[config.mk]
export PLATFORM = sky130hd
export DESIGN_NAME = smiley_move_flat
export DESIGN_NICKNAME = d
export VERILOG_FILES = /design/src/rtl/smiley_move_if.sv /design/src/rtl/smiley_move.sv /design/src/flat_wrapper.sv
export SDC_FILE = /design/constraint.sdc
export NUM_CORES = 1
export LEC_CHECK = 0
export ABC_AREA = 0
export CAP_MARGIN = 20
export CELL_PAD_IN_SITES_DETAIL_PLACEMENT = 0
export CELL_PAD_IN_SITES_GLOBAL_PLACEMENT = 1
export CORE_MARGIN = 4
export CORE_UTILIZATION = 43
export DETAILED_ROUTE_END_ITERATION = 10
export PLACE_DENSITY = 0.87
export SLEW_MARGIN = 20
export SYNTH_ARGS = -nofsm -noshare
export SYNTH_HDL_FRONTEND = slang
export SYNTH_SLANG_ARGS = --single-unit
[constraint.sdc]
create_clock -name clk -period 4.9 [get_ports clk]
set_input_delay 0.735 -clock clk [delete_from_list [all_inputs] [get_ports clk]]
set_output_delay 0.735 -clock clk [all_outputs]
set_load 0.05 [all_outputs]
[src/rtl/smiley_move_if.sv]
// smiley_move_if: frame-timing, collision and position signals between the smiley motion stage and its neighbours.
// Latency: none; this is wiring only.
// Backpressure: none; every signal is sampled or driven once per clock.
// Ports: master drives startOfFrame, collision, HitEdgeCode {Left,Top,Right,Bottom} and freeze, and reads topLeftX/topLeftY.
//        slave (the motion stage) reads those inputs and drives topLeftX/topLeftY as signed 11-bit pixel coordinates.
interface smiley_move_if;
    logic               startOfFrame;
    logic               collision;
    logic [3:0]         HitEdgeCode;
    logic               freeze;
    logic signed [10:0] topLeftX;
    logic signed [10:0] topLeftY;

    modport master (
        output startOfFrame,
        output collision,
        output HitEdgeCode,
        output freeze,
        input  topLeftX,
        input  topLeftY
    );

    modport slave (
        input  startOfFrame,
        input  collision,
        input  HitEdgeCode,
        input  freeze,
        output topLeftX,
        output topLeftY
    );
endinterface

[src/rtl/smiley_move.sv]
// smiley_move: per-frame fixed-point motion of the smiley object (gravity, edge bounce, screen clamp).
// Latency: topLeftX/topLeftY update 2 clocks after the startOfFrame that closes a frame, then hold.
// Backpressure: none; freeze holds motion, and startOfFrame during the two update cycles is ignored.
// Ports: clk; reset (synchronous, active-high); bus (slave modport) carrying startOfFrame, collision,
//        HitEdgeCode {Left,Top,Right,Bottom} and freeze in, and topLeftX/topLeftY (signed 11-bit pixels) out.
module smiley_move #(
    parameter int INITIAL_X              = 280,
    parameter int INITIAL_Y              = 185,
    parameter int INITIAL_X_SPEED        = 40,
    parameter int INITIAL_Y_SPEED        = 20,
    parameter int Y_ACCEL                = 1,
    parameter int MAX_Y_SPEED            = 230,
    parameter int FIXED_POINT_MULTIPLIER = 64,
    parameter int OBJECT_SIZE            = 32
) (
    input  logic         clk,
    input  logic         reset,
    smiley_move_if.slave bus
);

    // Position and speed share one fixed-point scale; the multiplier is a power of two,
    // so converting back to pixels is an arithmetic right shift.
    localparam int FP_SHIFT = $clog2(FIXED_POINT_MULTIPLIER);

    localparam logic signed [31:0] X_INIT    = 32'(INITIAL_X * FIXED_POINT_MULTIPLIER);
    localparam logic signed [31:0] Y_INIT    = 32'(INITIAL_Y * FIXED_POINT_MULTIPLIER);
    localparam logic signed [31:0] XSPD_INIT = 32'(INITIAL_X_SPEED);
    localparam logic signed [31:0] YSPD_INIT = 32'(INITIAL_Y_SPEED);
    localparam logic signed [31:0] Y_ACC     = 32'(Y_ACCEL);
    localparam logic signed [31:0] Y_SPD_MAX = 32'(MAX_Y_SPEED);

    // The top-left corner may not go below zero, or so far right/down that the object leaves the 640x480 screen.
    localparam logic signed [31:0] X_MAX = 32'((640 - OBJECT_SIZE) * FIXED_POINT_MULTIPLIER);
    localparam logic signed [31:0] Y_MAX = 32'((480 - OBJECT_SIZE) * FIXED_POINT_MULTIPLIER);

    // Bit positions within HitEdgeCode.
    localparam int HIT_L = 3;
    localparam int HIT_T = 2;
    localparam int HIT_R = 1;
    localparam int HIT_B = 0;

    typedef enum logic [1:0] {
        S_IDLE  = 2'd0,
        S_MOVE  = 2'd1,
        S_SPEED = 2'd2,
        S_POS   = 2'd3
    } state_t;

    state_t             state_q, state_d;
    logic signed [31:0] x_pos_q, x_pos_d;
    logic signed [31:0] y_pos_q, y_pos_d;
    logic signed [31:0] x_spd_q, x_spd_d;
    logic signed [31:0] y_spd_q, y_spd_d;
    logic [3:0]         hit_q,   hit_d;

    // Intermediate results of the speed and position updates.
    logic signed [31:0] x_bnc;
    logic signed [31:0] y_bnc;
    logic signed [31:0] y_acc;
    logic signed [31:0] x_sum;
    logic signed [31:0] y_sum;

    function automatic logic signed [31:0] abs_s(input logic signed [31:0] v);
        return (v < 0) ? -v : v;
    endfunction

    // State register
    always_ff @(posedge clk) begin
        if (reset) begin
            state_q <= S_IDLE;
        end else begin
            state_q <= state_d;
        end
    end

    // Next-state logic: a frozen frame stays in S_MOVE.
    // S_SPEED and S_POS always run to completion.
    always_comb begin
        state_d = state_q;
        case (state_q)
            S_IDLE:  if (bus.startOfFrame) state_d = S_MOVE;
            S_MOVE:  if (bus.startOfFrame && !bus.freeze) state_d = S_SPEED;
            S_SPEED: state_d = S_POS;
            S_POS:   state_d = S_MOVE;
            default: state_d = S_IDLE;
        endcase
    end

    // Per-state datapath.
    // The speed update (bounce, then gravity) runs one cycle before the position update,
    // so the new position always uses this frame's speed.
    always_comb begin
        x_pos_d = x_pos_q;
        y_pos_d = y_pos_q;
        x_spd_d = x_spd_q;
        y_spd_d = y_spd_q;
        hit_d   = hit_q;
        x_bnc   = x_spd_q;
        y_bnc   = y_spd_q;
        y_acc   = y_spd_q;
        x_sum   = x_pos_q;
        y_sum   = y_pos_q;

        case (state_q)
            S_MOVE: begin
                // A collision on the closing startOfFrame cycle still counts for this frame.
                if (bus.collision) begin
                    hit_d = hit_q | bus.HitEdgeCode;
                end
                // A frozen frame discards everything it collected, including that last cycle.
                if (bus.startOfFrame && bus.freeze) begin
                    hit_d = '0;
                end
            end

            S_SPEED: begin
                // Both hit bits are judged against the speed at the start of the frame.
                // A hit on the edge the object is moving away from changes nothing.
                if ((hit_q[HIT_L] && (x_spd_q < 0)) || (hit_q[HIT_R] && (x_spd_q > 0))) begin
                    x_bnc = -x_spd_q;
                end
                if ((hit_q[HIT_T] && (y_spd_q < 0)) || (hit_q[HIT_B] && (y_spd_q > 0))) begin
                    y_bnc = -y_spd_q;
                end
                // Gravity only ever adds downward speed, so only the positive side needs a limit.
                y_acc   = y_bnc + Y_ACC;
                x_spd_d = x_bnc;
                y_spd_d = (y_acc > Y_SPD_MAX) ? Y_SPD_MAX : y_acc;
                hit_d   = '0;
            end

            S_POS: begin
                x_sum = x_pos_q + x_spd_q;
                y_sum = y_pos_q + y_spd_q;

                // When the object is clamped to the screen, its speed is pointed back into the screen.
                if (x_sum < 0) begin
                    x_pos_d = '0;
                    x_spd_d = abs_s(x_spd_q);
                end else if (x_sum > X_MAX) begin
                    x_pos_d = X_MAX;
                    x_spd_d = -abs_s(x_spd_q);
                end else begin
                    x_pos_d = x_sum;
                end

                if (y_sum < 0) begin
                    y_pos_d = '0;
                    y_spd_d = abs_s(y_spd_q);
                end else if (y_sum > Y_MAX) begin
                    y_pos_d = Y_MAX;
                    y_spd_d = -abs_s(y_spd_q);
                end else begin
                    y_pos_d = y_sum;
                end
            end

            default: begin
            end
        endcase
    end

    always_ff @(posedge clk) begin
        if (reset) begin
            x_pos_q <= X_INIT;
            y_pos_q <= Y_INIT;
            x_spd_q <= XSPD_INIT;
            y_spd_q <= YSPD_INIT;
            hit_q   <= '0;
        end else begin
            x_pos_q <= x_pos_d;
            y_pos_q <= y_pos_d;
            x_spd_q <= x_spd_d;
            y_spd_q <= y_spd_d;
            hit_q   <= hit_d;
        end
    end

    // The outputs come straight from the position registers.
    // They change only on the clock edge that leaves S_POS, and hold for the rest of the frame.
    assign bus.topLeftX = 11'(x_pos_q >>> FP_SHIFT);
    assign bus.topLeftY = 11'(y_pos_q >>> FP_SHIFT);

endmodule
[src/flat_wrapper.sv]
// flat-port wrapper written by rule: the top's interface ports become plain ports
module smiley_move_flat 
#(
    parameter int INITIAL_X              = 280,
    parameter int INITIAL_Y              = 185,
    parameter int INITIAL_X_SPEED        = 40,
    parameter int INITIAL_Y_SPEED        = 20,
    parameter int Y_ACCEL                = 1,
    parameter int MAX_Y_SPEED            = 230,
    parameter int FIXED_POINT_MULTIPLIER = 64,
    parameter int OBJECT_SIZE            = 32
)
  (clk, reset, bus_startOfFrame, bus_collision, bus_HitEdgeCode, bus_freeze, bus_topLeftX, bus_topLeftY);
  smiley_move_if bus_i ();
  input  logic clk;
  input  logic reset;
  input wire logic [$bits(bus_i.startOfFrame)-1:0] bus_startOfFrame;
  input wire logic [$bits(bus_i.collision)-1:0] bus_collision;
  input wire logic [$bits(bus_i.HitEdgeCode)-1:0] bus_HitEdgeCode;
  input wire logic [$bits(bus_i.freeze)-1:0] bus_freeze;
  output wire logic [$bits(bus_i.topLeftX)-1:0] bus_topLeftX;
  output wire logic [$bits(bus_i.topLeftY)-1:0] bus_topLeftY;
  assign bus_i.startOfFrame = bus_startOfFrame;
  assign bus_i.collision = bus_collision;
  assign bus_i.HitEdgeCode = bus_HitEdgeCode;
  assign bus_i.freeze = bus_freeze;
  assign bus_topLeftX = bus_i.topLeftX;
  assign bus_topLeftY = bus_i.topLeftY;
  smiley_move #(.INITIAL_X(INITIAL_X), .INITIAL_Y(INITIAL_Y), .INITIAL_X_SPEED(INITIAL_X_SPEED), .INITIAL_Y_SPEED(INITIAL_Y_SPEED), .Y_ACCEL(Y_ACCEL), .MAX_Y_SPEED(MAX_Y_SPEED), .FIXED_POINT_MULTIPLIER(FIXED_POINT_MULTIPLIER), .OBJECT_SIZE(OBJECT_SIZE)) u_core (.clk(clk), .reset(reset), .bus(bus_i));
endmodule
Word-level counts from Yosys, hierarchy flattened. Index checks and enable logic that the tools add are counted.

Input bits: 9. RAM bits: 0. Bits in latches: 0. Memories kept: 0. Bits in read-only memories: 0. Output and inout port bits: 22. Flip-flop bits (word level): 134.

Equal/unequal tests: 9. Shifts and indexed selects: 0. Magnitude comparators: 9. Multipliers: 0. Reduce and logical (&&, ||, !) cells: 16. Multiplexer cells: 22. Div/mod/pow operators: 0. Add/subtract/negate cells: 7. Bitwise operators: 1.

Operator list (count): 2-to-1 mux 32 bit (14); less-than comparator 32 x 1 -> 1 bit (second input constant) (4); negation 32 bit (4); case mux 32 bit (2 select lines) (2); adder 32 bit (2); > comparator 32 x 1 -> 1 bit (second input constant) (2); adder 32 x 2 -> 32 bit (second input constant) (1); > comparator 32 x 16 -> 1 bit (second input constant) (1); > comparator 32 x 17 -> 1 bit (second input constant) (1); > comparator 32 x 9 -> 1 bit (second input constant) (1); 2-to-1 mux 4 bit (2); case mux 2 bit (4 select lines) (1); case mux 4 bit (2 select lines) (1); logical AND 1 bit (6); != test 3 x 1 -> 1 bit (second input constant) (2); AND reduction 2 bit (3); equality test 2 bit (second input constant) (2); 2-to-1 mux 2 bit (2); != test 2 x 1 -> 1 bit (second input constant) (2); OR 4 bit (1); nonzero test 2 bit (2); != test 3 x 2 -> 1 bit (second input constant) (1); AND reduction 3 bit (1); equality test 2 x 1 -> 1 bit (second input constant) (1); other kinds (4) (5).

Longest topological paths before layout. Gate-level depths: netlist (run 1).

Word-level depth: 9. Depth in mapped cells: 23. Gate-level depth less buffers: 18.

Worst setup path after synthesis (run 1). OpenSTA, ideal clock, no wires.

Path kind: register to register. Start point: reg u_core.y_spd_q[0]. End point: reg u_core.y_spd_q[5]. Path slack: 91 ps. Required time: 4830 ps. Period minus slack after synthesis: 4809 ps. Library setup time: 70 ps. Buffers on the path: 5. Stages on the path, launching flop included: 23. Arrival time: 4738 ps. Cell sequence: dfxtp_1 clkbuf_1 inv_1 ha_1 nor3b_1 buf_2 and4_1 buf_4 a31oi_1 clkbuf_1 o21ai_0 ha_1 o21ai_0 a21oi_1 nor2b_1 or3_1 or4b_1 nand3_1 nor4b_2 a31o_1 buf_6 a221o_1 a21oi_1.

Cells in the longest elaborated chain, start to end: 9. Elaborated cells on any way between the ends: 21.

RTL lines: start: declaration (line smiley_move.sv:53) `logic signed [31:0] y_spd_q, y_spd_d;`; start signal: assignment (line smiley_move.sv:174) `y_spd_q <= y_spd_d;`; less-than comparator 32 x 1 -> 1 bit / > comparator 32 x 1 -> 1 bit (equally long branches) (line smiley_move.sv:64, smiley_move.sv:122); logical AND 1 bit (line smiley_move.sv:122) `if ((hit_q[HIT_T] && (y_spd_q < 0)) || (hit_q[HIT_B] && (y_spd_q > 0))) begin`; logical OR 1 bit (line smiley_move.sv:122); 2-to-1 mux 32 bit (line smiley_move.sv:122); 2-to-1 mux 32 bit (line smiley_move.sv:104) `case (state_q)`; adder 32 x 2 -> 32 bit (line smiley_move.sv:126) `y_acc = y_bnc + Y_ACC;`; > comparator 32 x 9 -> 1 bit (line smiley_move.sv:128) `y_spd_d = (y_acc > Y_SPD_MAX) ? Y_SPD_MAX : y_acc;`; 2-to-1 mux 32 bit (line smiley_move.sv:128); case mux 32 bit (2 select lines) (line smiley_move.sv:104).

Parallel ways exist; a longest one is shown, timed or not. The select of a mux whose other input is x is not followed. A chain may end at the register's enable or synchronous reset.

Worst setup path after layout (run 1). Ends and elaborated chain as after synthesis.

==> summary.md, run 1 <==
| Metric | Value |
|---|---|
| RSZ-0062 raised after global routing | `false` |
| Top FF cell, synth | `dfxtp_1` |
| Simple-gate portion of the synthesized area | `around 26%` |
| Sw Pwr | `between 4 and 5 mW` |
| Gr usage total | `25.26%` |
| Adder-cell share of the synthesized area | `approximately 7.3%` |
| Switching part of the total power | `between 50% and 60%` |
| Final Wtd Congestion | `0.9989` |
| Hold-fix buffers at CTS | `0` |
| Flop and latch count out of synthesis | `between 100 and 150` |
| Max-slew violations | `0` |
| Clock skew | `approximately 0.014 ns` |
| Post-DP Area | `roughly 13,000 sq um` |
| Finished Layout Cells | `~2,000` |
| Synth-to-Final Area Change | `11.70%` |
| CTS Buf Count | `17` |
| Total power divided by cell area | `between 500 and 600 nW/um^2` |
| Slew Limit Headroom | `around 30%` |
| Core Box Area | `between 20,000 and 30,000 sq um` |
| Htree depth | `4` |
| First-pass iteration count of the detailed router | `7` |
| Post-Syn Instances | `1,595` |
| Die Span X | `between 150 and 200 um` |
| Fraction of layout cells with a size suffix above 1 | `between 10% and 20%` |
| Final net count | `1,678` |
| Worst setup SP type | `flop` |
| Clock sinks | `between 100 and 150` |
| Filler cells | `between 2,000 and 3,000` |
| DRC viols | `0` |
| Clk pwr share | `~16%` |
| Post-route design area | `roughly 14,000 sq um` |
| HPWL after detailed placement | `around 30,000 um` |
| CTS tree | `done` |
| Worst-case vdd ir drop | `0.0002744 V` |
| Crit end category | `flop` |
| Setup TNS | `0 ns` |
| Final Cycle Share | `between 90 and 100%` |
| Sequential power share | `18.1%` |
| Die area | `30,870 sq um` |
| Sequential element share of the synthesized area | `between 20% and 30%` |
| Root buffer cell | `clkbuf_16` |
| Crit-path cells | `inv_1 > ha_1 > nor3b_1 > buf_4 > nand4_1 > o311ai_1 > o21ai_0 > ha_1 > o21ai_0 > a21oi_2 > nor2b_1 > or3_1 > or4b_1 > nand3_1 > nor4b_2 > a31o_2 > a221o_1 > a21oi_1` |
| CP max FO | `9` |
| CP arrival | `5.02 ns` |
| Ant. Diodes | `0` |
| Global-route wire length before repair | `roughly 63,000 um` |
| Data required time at the worst endpoint | `between 5 and 6 ns` |
| Antenna violations before repair | `0` |
| DRT antenna net count | `0` |
| Avg Inst Size Synth | `7.581 sq um` |
| Clock transition at path regs | `about 0.070 ns` |
| Syn nets | `1,673` |
| Total Power | `approximately 8.0 mW` |
| Worst reg-to-reg setup slack | `between 0.2 and 0.25 ns` |
| EDFF count, synth | `0` |
| Worst Tran Pin Value | `about 1.1 ns` |
| CTS Buffer Depth | `2` |
| Routed wire length | `39,420 um` |
| Die height | `between 150 and 200 um` |
| Largest net degree at the start of global routing | `62` |
| DR vias | `roughly 12,000` |
| Int Power | `3.933 mW` |
| Most frequent cells in the layout | `148 x nor2_1, 138 x nand2_1, 124 x dfxtp_1` |
| YS warnings | `0` |
| Synth async-reset ratio | `0%` |
| I/O Pins | `31` |
| WS Path Type | `reg -> reg` |
| DR WL/cell | `between 15 and 20 um` |
| Post-synthesis mux area share | `1.345%` |
| P_leak | `around 5.3 nW` |
| Synth area leaders | `dfxtp_1 21%, xnor2_1 7.3%, ha_1 6.9%, xor2_1 5.1%, nor2_1 4.6%` |
| Compound-cell area share of the yosys netlist | `25.73%` |
| Gate power share | `around 66%` |
| FP Rows | `61` |
| Cells after DPL | `1,959` |
| PortBufs | `30` |
| Postcts setup bufs | `0` |
| Synth cell types | `94` |
| Max-Cap Viols | `0` |
| Fmax | `214.4 MHz` |
| Gr ovfl total | `0` |
| Fin. Hold Viols | `0` |
| Clk_lat worst skew | `0.43 ns` |
| Type of the most critical hold path | `reg -> reg` |
| Period minus WS final | `~4.7 ns` |
| Commonest non-fill, non-tap cell in the layout | `nor2_1` |
| Largest area contributor in the netlist | `dfxtp_1` |
| Slowest CP cell | `or4b_1` |
| First DRT Iteration DRCs | `about 1,300` |
| Post-synth top area share | `approximately a fifth` |
| Initial Util | `between 40% and 50%` |
| Synthesized area | `between 10,000 and 15,000 sq um` |
| Number of global-route vias before repair | `around 12,000` |
| Final setup viols | `0` |
| Xor and xnor area share after synthesis | `between 10 and 15%` |
| Status | `finished, final reports clean` |
| Slowest cell delay on critical path | `0.54 ns` |
| Main combinational cell family by area after synthesis | `simple AND/OR/NAND/NOR gates` |
| DR vias/cell | `between 6 and 7` |
==> final timing paths <==
check | from | to | cells after the start
worst max-delay path | u_core.y_spd_q[0]$_SDFFE_PP0P_ | u_core.y_spd_q[5]$_SDFFE_PP0P_ | 18
worst min-delay path | u_core.y_pos_q[30]$_SDFFE_PP0P_ | u_core.y_pos_q[30]$_SDFFE_PP0P_ | 1
worst max register to register | u_core.y_spd_q[0]$_SDFFE_PP0P_ | u_core.y_spd_q[5]$_SDFFE_PP0P_ | 18
worst min register to register | u_core.y_pos_q[30]$_SDFFE_PP0P_ | u_core.y_pos_q[30]$_SDFFE_PP0P_ | 1
==> cell type report <==
class | instances | area, sq um | area share [%]
timing repair buffer | 110 | 915.9 | 6.781
multi-input combinational | 1305 | 8892 | 65.84
clock inverter | 15 | 142.6 | 1.056
tap | 378 | 473.0 | 3.502
inverter | 41 | 153.9 | 1.139
clock buffer | 17 | 425.4 | 3.150
sequential | 125 | 2504 | 18.54
==> timing repair <==
item                                   4_1_cts  5_1_grt
endpoints found under the hold margin        0        0
setup endpoints to repair                   26       39
resized for setup                            1       10
==> power by group through the flow <==
stage | registers [mW] | logic (mW) | clock network (mW)
final | 1.45 | 5.29 | 1.26
after global routing | 1.48 | 5.72 | 1.32
after CTS | 1.45 | 5.15 | 1.28
after detailed placement | 1.47 | 5.10 | 0
after global placement | 1.46 | 5.08 | 0
after floorplan | 1.40 | 3.72 | 0
==> worst max-delay path, delay by kind of cell, from the launching register on <==
| kind | cells | cell delay, ns |
|---|---|---|
| compound gates | 7 | 1.71 |
| fa+ha+maj | 2 | 0.46 |
| buf+inv | 2 | 0.37 |
| flops | 1 | 0.32 |
| simple gates | 7 | 1.74 |
==> stage by stage <==
step	util (%)	setup WS [ns]	hold WS (ns)
floorplan	-	0.09135	0.4291
global placement	46.31	-0.1253	0.4444
detailed placement	46.41	-0.2273	0.4499
CTS	48.47	0.04315	0.4678
global route	48.62	0.009510	0.4897
finish	48.62	0.2351	0.4648
==> cell families (layout without fill, tap and decap cells) <==
logic type      after synthesis  count (layout)
compound gates              452             452
xor+xnor                    173             173
fa+ha+maj                    69              69
buf+inv                     165             183
flops                       125             125
mux                          16              16
simple gates                595             595
==> routing by layer <==
| layer | vias to the layer above | wire length, um | track usage, % |
|---|---|---|---|
| li1 | 5811 | - | - |
| met3 | 85 | 2439 | 2.949 |
| met2 | 502 | 18040 | 41.11 |
| met5 | - | 0 | 0 |
| met4 | 0 | 1347 | 9.942 |
| met1 | 5758 | 17590 | 34.24 |
==> sequential cells by signal, indices dropped and copies added (netlist names) <==
register        cells
u_core.x_pos_q     28
u_core.y_spd_q     32
u_core.x_spd_q     28
u_core.y_pos_q     31
u_core.hit_q        4
u_core.state_q      2
==> cell usage after synthesis, drive strengths merged (43+ instances only) <==
library cell	instances
xnor2	102
buf	58
and2	46
ha	67
dfxtp	125
nor2	150
a21oi	95
xor2	71
clkbuf	66
o21ai	85
nand2	138
nand3	43
Power figures use the tool's default switching activity.
==> run 2, diff against run 1 <==
--- a/config.mk
+++ b/config.mk
@@ -5,14 +5,16 @@
 export SDC_FILE = /design/constraint.sdc
 export NUM_CORES = 1
 export LEC_CHECK = 0
-export ABC_AREA = 0
+export ABC_AREA = 1
 export CAP_MARGIN = 20
 export CELL_PAD_IN_SITES_DETAIL_PLACEMENT = 0
 export CELL_PAD_IN_SITES_GLOBAL_PLACEMENT = 1
 export CORE_MARGIN = 4
-export CORE_UTILIZATION = 43
+export CORE_UTILIZATION = 41
 export DETAILED_ROUTE_END_ITERATION = 10
+export DONT_BUFFER_PORTS = 1
 export PLACE_DENSITY = 0.87
+export RECOVER_POWER = 50
 export SLEW_MARGIN = 20
 export SYNTH_ARGS = -nofsm -noshare
 export SYNTH_HDL_FRONTEND = slang
==> run 2 against run 1 <==
Critical path depth grew 5. Routed wire length grew 1.1%. The run now ends with capacitance limit, slew limit left. Worst setup slack gained 0.072 ns. First-iteration DRC count shrank 5.5%.
==> summary.md, run 2 <==
| Metric | Value |
|---|---|
| Data required time at the worst endpoint | `5.28 ns (+0.03 ns)` |
| Synth async-reset ratio | `0% (unchanged)` |
| First-pass iteration count of the detailed router | `6 (-1)` |
| Htree depth | `4 (unchanged)` |
| Total Power | `6.451 mW (-19%)` |
| Final net count | `2,101 (+25%)` |
| DRC viols | `0 (unchanged)` |
| Fmax | `217.7 MHz (+1.6%)` |
| Avg Inst Size Synth | `5.790 sq um (-24%)` |
| P_leak | `6.004 nW (+13%)` |
| Post-synthesis mux area share | `0% (-1.3 points)` |
| Synth area leaders | `dfxtp_1 21%, nand2_1 19%, nor2_1 8.9%, nand3_1 7.4%, ha_1 7.0%` |
| Clock transition at path regs | `0.07 ns (about the same)` |
| PortBufs | `0 (-100%)` |
| Antenna violations before repair | `1 (+1)` |
| Clk_lat worst skew | `0.44 ns (about the same)` |
| DR WL/cell | `16.47 um (-17%)` |
| Post-synth top area share | `20.86% (+0.16 points)` |
| Place WS | `0.4406 ns (+0.6679 ns)` |
| Hold-fix buffers at CTS | `0 (unchanged)` |
| Max-slew violations | `99 (+99)` |
| Setup ws final | `0.3074 ns (+0.07228 ns)` |
| Failing checks | `capacitance limit, slew limit` |
| Most frequent cells in the layout | `601 x nand2_1, 283 x nor2_1, 199 x inv_1` |
| Compound-cell area share of the yosys netlist | `15.77% (-10 points)` |
| DR vias | `13,307 (+9.5%)` |
| Synth cell count leaders | `601 x nand2_1, 284 x nor2_1, 199 x inv_1, 177 x nand3_1, 164 x a21oi_1` |
| Layout Utilization | `44.35% (-4.3 points)` |
| Largest net degree at the start of global routing | `77 (+24%)` |
| Filler cells | `3,058 (+9.6%)` |
| Fraction of layout cells with a size suffix above 1 | `4.077% (-6.4 points)` |
| Total power divided by cell area | `505.4 nW/um^2 (-15%)` |
| Simple-gate portion of the synthesized area | `40.58% (+15 points)` |
| R2R depth | `23 (+5)` |
| CTS tree | `done` |
| Sequential element share of the synthesized area | `20.86% (+0.16 points)` |
| Max-Cap Viols | `2 (+2)` |
| I/O Pins | `31 (unchanged)` |
| WS Path Type | `reg -> reg` |
| Status | `complete, but fails checks` |
| Xor and xnor area share after synthesis | `5.184% (-7.4 points)` |
| Worst Tran Pin Value | `2.511 ns (+1.460 ns)` |
| Type of the most critical hold path | `in -> reg` |
| Period minus WS final | `4.593 ns (-0.07228 ns)` |
| FP Rows | `62 (+1.6%)` |
| Global-route wire length before repair | `64,190 um (+1.1%)` |
| Largest registers | `u_core.y_spd_q: 32 flops, u_core.y_pos_q: 31 flops` |
| Root buffer cell | `clkbuf_16` |
| Post_cts resized | `0 (-1)` |
| Multi-input gate area | `8283 sq um (-6.9%)` |
| Number of global-route vias before repair | `12,124 (+4.1%)` |
| Final Wtd Congestion | `0.9728 (-2.6%)` |
| Die height | `179.1 um (+1.9%)` |
| Worst setup SP type | `flop` |
| Routed wire length | `39,850 um (+1.1%)` |
| EDFF count, synth | `0 (unchanged)` |
| DR vias/cell | `5.499 (-9.9%)` |
| Largest area contributor in the netlist | `dfxtp_1` |
| First DRT Iteration DRCs | `1,193 (-5.5%)` |
| CTS Buf Count | `17 (unchanged)` |
| Critical path endpoint | `u_core.y_spd_q[26]$_SDFFE_PP0P_` |
| Initial Util | `41.68% (-1.8 points)` |
| Adder-cell share of the synthesized area | `7.322% (+0.058 points)` |
| Gr ovfl total | `0 (unchanged)` |
| Most frequent cell after synthesis | `nand2_1` |
| Synth-to-Final Area Change | `6.393%` |
| Top FF cell, synth | `dfxtp_1` |
| RSZ-0062 raised after global routing | `false` |
| Reg2reg end | `u_core.y_spd_q[26]$_SDFFE_PP0P_` |
| CP arrival | `4.97 ns (-0.05 ns)` |
| Synth cell types | `46 (-51%)` |
| Ant. Diodes | `0 (unchanged)` |
| CP max FO | `31 (+22)` |
| Register area | `2502 sq um (about the same)` |
| Setup TNS | `0 ns (unchanged)` |
| Flop and latch count out of synthesis | `125 (unchanged)` |
| Clock sinks | `125 (unchanged)` |
| Clock skew | `0.01332 ns (-0.0003510 ns)` |
| Syn nets | `2,150 (+29%)` |
| Die Span X | `179.1 um (+1.9%)` |
| Worst-case vdd ir drop | `0.0002330 V (-15%)` |
| Commonest non-fill, non-tap cell in the layout | `nand2_1` |
| Die area | `32,060 sq um (+3.9%)` |
| Crit Reg-Reg Startpoint | `u_core.y_spd_q[0]$_SDFFE_PP0P_` |
| Top reg by flops | `u_core.y_spd_q` |
| Worst reg-to-reg setup slack | `0.31 ns (+0.07 ns)` |
| Synthesized area | `12,000 sq um (-0.79%)` |
| Postcts setup bufs | `0 (unchanged)` |
| Main combinational cell family by area after synthesis | `simple AND/OR/NAND/NOR gates` |
| Crit end category | `flop` |
| CTS Buffer Depth | `2 (unchanged)` |
| Core Box Area | `28,780 sq um (+3.6%)` |
| Max reg flops | `32 (unchanged)` |
| Post-Syn Instances | `2,072 (+30%)` |
| Gr usage total | `25.02% (-0.24 points)` |
| Slew Limit Headroom | `-67.37% (-97 points)` |
| CP startpoint | `u_core.y_spd_q[0]$_SDFFE_PP0P_` |
| Final Cycle Share | `93.73% (-1.5 points)` |
| Final setup viols | `0 (unchanged)` |
| Fin. Hold Viols | `0 (unchanged)` |
| HPWL after detailed placement | `29,860 um (-0.34%)` |
| DRT antenna net count | `0 (unchanged)` |
| YS warnings | `0 (unchanged)` |
[run 2: cell types whose count changed after synthesis, moves of 31 or more]
| cell | delta |
|---|---|
| nand2_1 | +463 |
| inv_1 | +158 |
| nor2_1 | +135 |
| nand3_1 | +134 |
| xnor2_1 | -84 |
| a21oi_1 | +69 |
| and2_1 | -39 |
| o21ai_0 | +31 |
[run 2: area by class of cell]
class                           instances  area share, %
Inverter                              205          6.029
Clock buffer                           17          3.333
Timing Repair Buffer                   23          1.206
Tap cell                              384          3.764
Clock inverter                         15          1.167
Multi-Input combinational cell       1651          64.90
Sequential cell                       125          19.61
[run 2: kinds of logic (layout without fill, tap and decap cells)]
group,after synthesis,after routing
buffers and inverters,296,260
adders and majority gates,69,69
xor gates and xnor gates,71,71
and+or+nand+nor,1165,1165
DFF,125,125
AOI/OAI and AO/OA,346,346
[run 2: routing by layer]
layer	share of wire (%)	wire (um)	track usage (%)	up-vias
li1	-	-	-	6646
met1	47	18860	37.16	6024
met2	42	16620	37.22	580
met3	8.7	3480	4.049	57
met4	2.2	889	7.035	0
met5	0	0	0	-
[run 2: stage by stage]
stage          instance area [sq um]  hold slack, ns  std cells
3_5_place_dp                   12210          0.4335       2388
5_1_grt                        12760          0.3740       2420
2_1_floorplan                  12000          0.4228       2072
6_report                       12760          0.3868       2420
3_3_place_gp                   12210          0.4294       2388
4_1_cts                        12780          0.3635       2420
[run 2: power breakdown]
part | switching [mW] | leakage, nW | total, mW | internal [mW]
logic | 2.53 | 4.71 | 3.64 | 1.11
registers | 0.356 | 1.02 | 1.55 | 1.20
clock network | 0.586 | 0.274 | 1.26 | 0.674
total | 3.47 | 6.00 | 6.45 | 2.98
[run 2: worst min path at each step]
stage,cells after the start,start,slack [ns],to
6_report,1,reset,0.39,u_core.x_pos_q[16]$_SDFFE_PP0P_
5_1_grt,1,reset,0.37,u_core.state_q[0]$_SDFFE_PP0P_
4_1_cts,1,reset,0.36,u_core.x_pos_q[16]$_SDFFE_PP0P_
3_5_place_dp,2,u_core.x_pos_q[21]$_SDFFE_PP0P_,0.43,u_core.x_pos_q[21]$_SDFFE_PP0P_
3_3_place_gp,2,u_core.x_pos_q[27]$_SDFFE_PP0P_,0.43,u_core.x_pos_q[27]$_SDFFE_PP0P_
2_1_floorplan,2,u_core.x_pos_q[17]$_SDFFE_PP0P_,0.42,u_core.x_pos_q[17]$_SDFFE_PP0P_
[run 2: worst max-delay path, cell delays in order (launching register included)]
cell     delay [ns]
dfxtp_1        0.43
inv_2          0.17
ha_1           0.21
nand2_2        0.11
nor2_4         0.25
nand2_2        0.12
o21ai_4        0.18
buf_4          0.28
nand3_1        0.13
nand2_1        0.18
nand2_1        0.07
nor2_1         0.21
nand2_1        0.20
nor2_4         0.25
nand2_1        0.09
xor2_1         0.27
nand2_1        0.09
nor2_1         0.11
nand3_1        0.10
nand2_2        0.55
nand3_1        0.28
nand3_1        0.15
nand2_1        0.06
inv_1          0.04
==> run 3, diff against run 2 <==
--- a/config.mk
+++ b/config.mk
@@ -9,7 +9,7 @@
 export CAP_MARGIN = 20
 export CELL_PAD_IN_SITES_DETAIL_PLACEMENT = 0
 export CELL_PAD_IN_SITES_GLOBAL_PLACEMENT = 1
-export CORE_MARGIN = 4
+export CORE_MARGIN = 2
 export CORE_UTILIZATION = 41
 export DETAILED_ROUTE_END_ITERATION = 10
 export DONT_BUFFER_PORTS = 1
==> run 3 against run 2 <==
Clock power hardly changed. Largest cell class unchanged. The flow still finishes with violations (capacitance limit, slew limit). Total power grew 0.51%. Worst hold slack worse by 0.012 ns. Critical endpoint is now u_core.y_spd_q[30]$_SDFFE_PP0P_.
==> summary.md, run 3 (synthesis gave the netlist of run 2 again) <==
| Metric | Value |
|---|---|
| Status | `complete, but fails checks` |
| Failing checks | `capacitance limit, slew limit` |
| Die area | `30,640 sq um (-4.4%)` |
| DRC viols | `0 (unchanged)` |
| Top reg by flops | `u_core.y_spd_q` |
| Postcts setup bufs | `0 (unchanged)` |
| Sw Pwr | `3.496 mW (+0.66%)` |
| Reg2reg end | `u_core.y_spd_q[30]$_SDFFE_PP0P_` |
| Period minus WS final | `4.520 ns (-0.07309 ns)` |
| Most frequent cells in the layout | `601 x nand2_1, 283 x nor2_1, 200 x inv_1` |
| CP arrival | `4.84 ns (-0.13 ns)` |
| Filler cells | `3,069 (+0.36%)` |
| Slew Limit Headroom | `-43.27% (+24 points)` |
| First DRT Iteration DRCs | `1,334 (+12%)` |
| CP Depth | `11 (-52%)` |
| HPWL after detailed placement | `29,730 um (-0.44%)` |
| Clock transition at path regs | `0.07 ns (about the same)` |
| Final Wtd Congestion | `0.9382 (-3.6%)` |
| First-pass iteration count of the detailed router | `6 (unchanged)` |
| Post_cts resized | `0 (unchanged)` |
| Largest net degree at the start of global routing | `77 (unchanged)` |
| Total power divided by cell area | `507.3 nW/um^2 (+0.38%)` |
| Worst setup SP type | `flop` |
| Int Power | `2.988 mW (+0.32%)` |
| WS Path Type | `reg -> reg` |
| Most frequent CP cell | `nor2_1` |
| Grt met3 use | `4.221% (+0.17 points)` |
| Worst-case vdd ir drop | `0.0002223 V (-4.6%)` |
| Synth-to-Final Area Change | `6.529%` |
| Fmax | `221.3 MHz (+1.6%)` |
| Clock sinks | `125 (unchanged)` |
| Data required time at the worst endpoint | `5.22 ns (-0.06 ns)` |
| DRT antenna net count | `0 (unchanged)` |
| CTS tree | `done` |
| Setup TNS | `0 ns (unchanged)` |
| Hold EP | `u_core.x_pos_q[28]$_SDFFE_PP0P_` |
| Crit-path cells | `ha_1 > clkbuf_1 > inv_1 > nor2_1 > inv_1 > nor2_1 > buf_4 > nor2_2 > buf_4 > o21ai_0 > nor2_1` |
| RSZ-0062 raised after global routing | `false` |
| Met2 GRT Util | `38.19% (+0.97 points)` |
| Htree depth | `4 (unchanged)` |
| Sequential power share | `23.6% (-0.5 points)` |
| Clk_lat worst skew | `0.44 ns (about the same)` |
| CTS Buffer Depth | `2 (unchanged)` |
| Type of the most critical hold path | `in -> reg` |
| Max-slew violations | `85 (-14%)` |
| Crit Reg-Reg Startpoint | `u_core.state_q[0]$_SDFFE_PP0P_` |
| Fraction of layout cells with a size suffix above 1 | `4.071% (-0.0060 points)` |
| Antenna violations before repair | `0 (-1)` |
| Fin. Hold Viols | `0 (unchanged)` |
| Max-Cap Viols | `2 (unchanged)` |
| FP Rows | `62 (unchanged)` |
| Slowest cell delay on critical path | `1.52 ns (+0.97 ns)` |
| Max reg flops | `32 (unchanged)` |
| I/O Pins | `31 (unchanged)` |
| Routed wire length | `39,840 um (about the same)` |
| Worst Tran Pin Value | `2.149 ns (-0.3616 ns)` |
| Final net count | `2,104 (+0.14%)` |
| Die height | `175.1 um (-2.2%)` |
| Gr usage total | `25.80% (+0.78 points)` |
| P_leak | `6.015 nW (+0.18%)` |
| Clk pwr share | `19.6% (about the same)` |
| Core Box Area | `28,780 sq um (unchanged)` |
| Slowest CP cell | `clkbuf_1` |
| Critical path's top delay family | `buffers and inverters` |
| Total Power | `6.484 mW (+0.51%)` |
| Worst reg-to-reg setup slack | `0.38 ns (+0.07 ns)` |
| Ant. Diodes | `0 (unchanged)` |
| Worst Hold Depth | `1 (unchanged)` |
| Commonest non-fill, non-tap cell in the layout | `nand2_1` |
| Final setup viols | `0 (unchanged)` |
| Global-route wire length before repair | `63,490 um (-1.1%)` |
| Hold path start | `reset` |
| Largest registers | `u_core.y_spd_q: 32 flops, u_core.y_pos_q: 31 flops` |
| DR WL/cell | `16.44 um (-0.13%)` |
| Crit end category | `flop` |
| DR vias | `13,258 (-0.37%)` |
| Final Cycle Share | `92.24% (-1.5 points)` |
| Number of global-route vias before repair | `11,949 (-1.4%)` |
| Met1 GRT Util | `38.21% (+1.1 points)` |
| Gate power share | `56.8% (+0.4 points)` |
| R2R depth | `11 (-52%)` |
| Root buffer cell | `clkbuf_16` |
| CTS Buf Count | `17 (unchanged)` |
| DR vias/cell | `5.472 (-0.49%)` |
| Die Span X | `175.1 um (-2.2%)` |
| Initial Util | `41.68% (unchanged)` |
| PortBufs | `0 (unchanged)` |
| Gr busiest metal | `met1` |
| Switching part of the total power | `53.91% (+0.084 points)` |
| Gr ovfl total | `0 (unchanged)` |
| Hold-fix buffers at CTS | `0 (unchanged)` |
| CP bufs+invs | `5 (+2)` |
| Clock skew | `0.01352 ns (+0.0002007 ns)` |
| CP max FO | `37 (+19%)` |
run 3: final cells by class:
cell class	count	area, sq um	area share (%)
clock inverters	15	150.1	1.175
clock buffers	17	425.4	3.329
well taps	384	480.5	3.760
inverters	205	769.5	6.021
repair buffers	26	168.9	1.322
flip-flops and latches	125	2502	19.58
multi-input cells	1651	8283	64.81
run 3: per-stage QoR:
step	setup slack (ns)	area [sq um]	hold WS (ns)	cells	utilization, %
floorplan	1.351	12000	0.4228	2072	-
global placement	0.6634	12230	0.4299	2391	42.50
detailed placement	0.6107	12230	0.4326	2391	42.50
CTS	0.5738	12810	0.3611	2423	44.50
global route	0.01048	12780	0.3615	2423	44.40
finish	0.3805	12780	0.3748	2423	44.40
run 3: worst max path at each step:
stage	start	endpoint
2_1_floorplan	u_core.y_spd_q[0]$_SDFFE_PP0P_	u_core.y_spd_q[10]$_SDFFE_PP0P_
5_1_grt	u_core.y_spd_q[0]$_SDFFE_PP0P_	u_core.y_spd_q[2]$_SDFFE_PP1P_
3_5_place_dp	u_core.y_spd_q[0]$_SDFFE_PP0P_	u_core.y_spd_q[24]$_SDFFE_PP0P_
3_3_place_gp	u_core.y_spd_q[1]$_SDFFE_PP0P_	u_core.y_spd_q[16]$_SDFFE_PP0P_
4_1_cts	u_core.y_spd_q[0]$_SDFFE_PP0P_	u_core.y_spd_q[24]$_SDFFE_PP0P_
6_report	u_core.state_q[0]$_SDFFE_PP0P_	u_core.y_spd_q[30]$_SDFFE_PP0P_
run 3: metal layers:
metal  up-vias  part of all wire (%)  wire length [um]
li1       6645                     -                 -
met1      6058                    48             19090
met2       509                    41             16500
met3        46                   8.9              3544
met4         0                   1.8               712
met5         -                     0                 0
run 3: power by group through the flow:
stage          clock network, mW  logic, mW  registers (mW)
3_5_place_dp                   0       3.59            1.54
4_1_cts                     1.29       3.61            1.52
5_1_grt                     1.32       4.13            1.55
3_3_place_gp                   0       3.57            1.54
2_1_floorplan                  0       2.79            1.38
6_report                    1.27       3.68            1.53
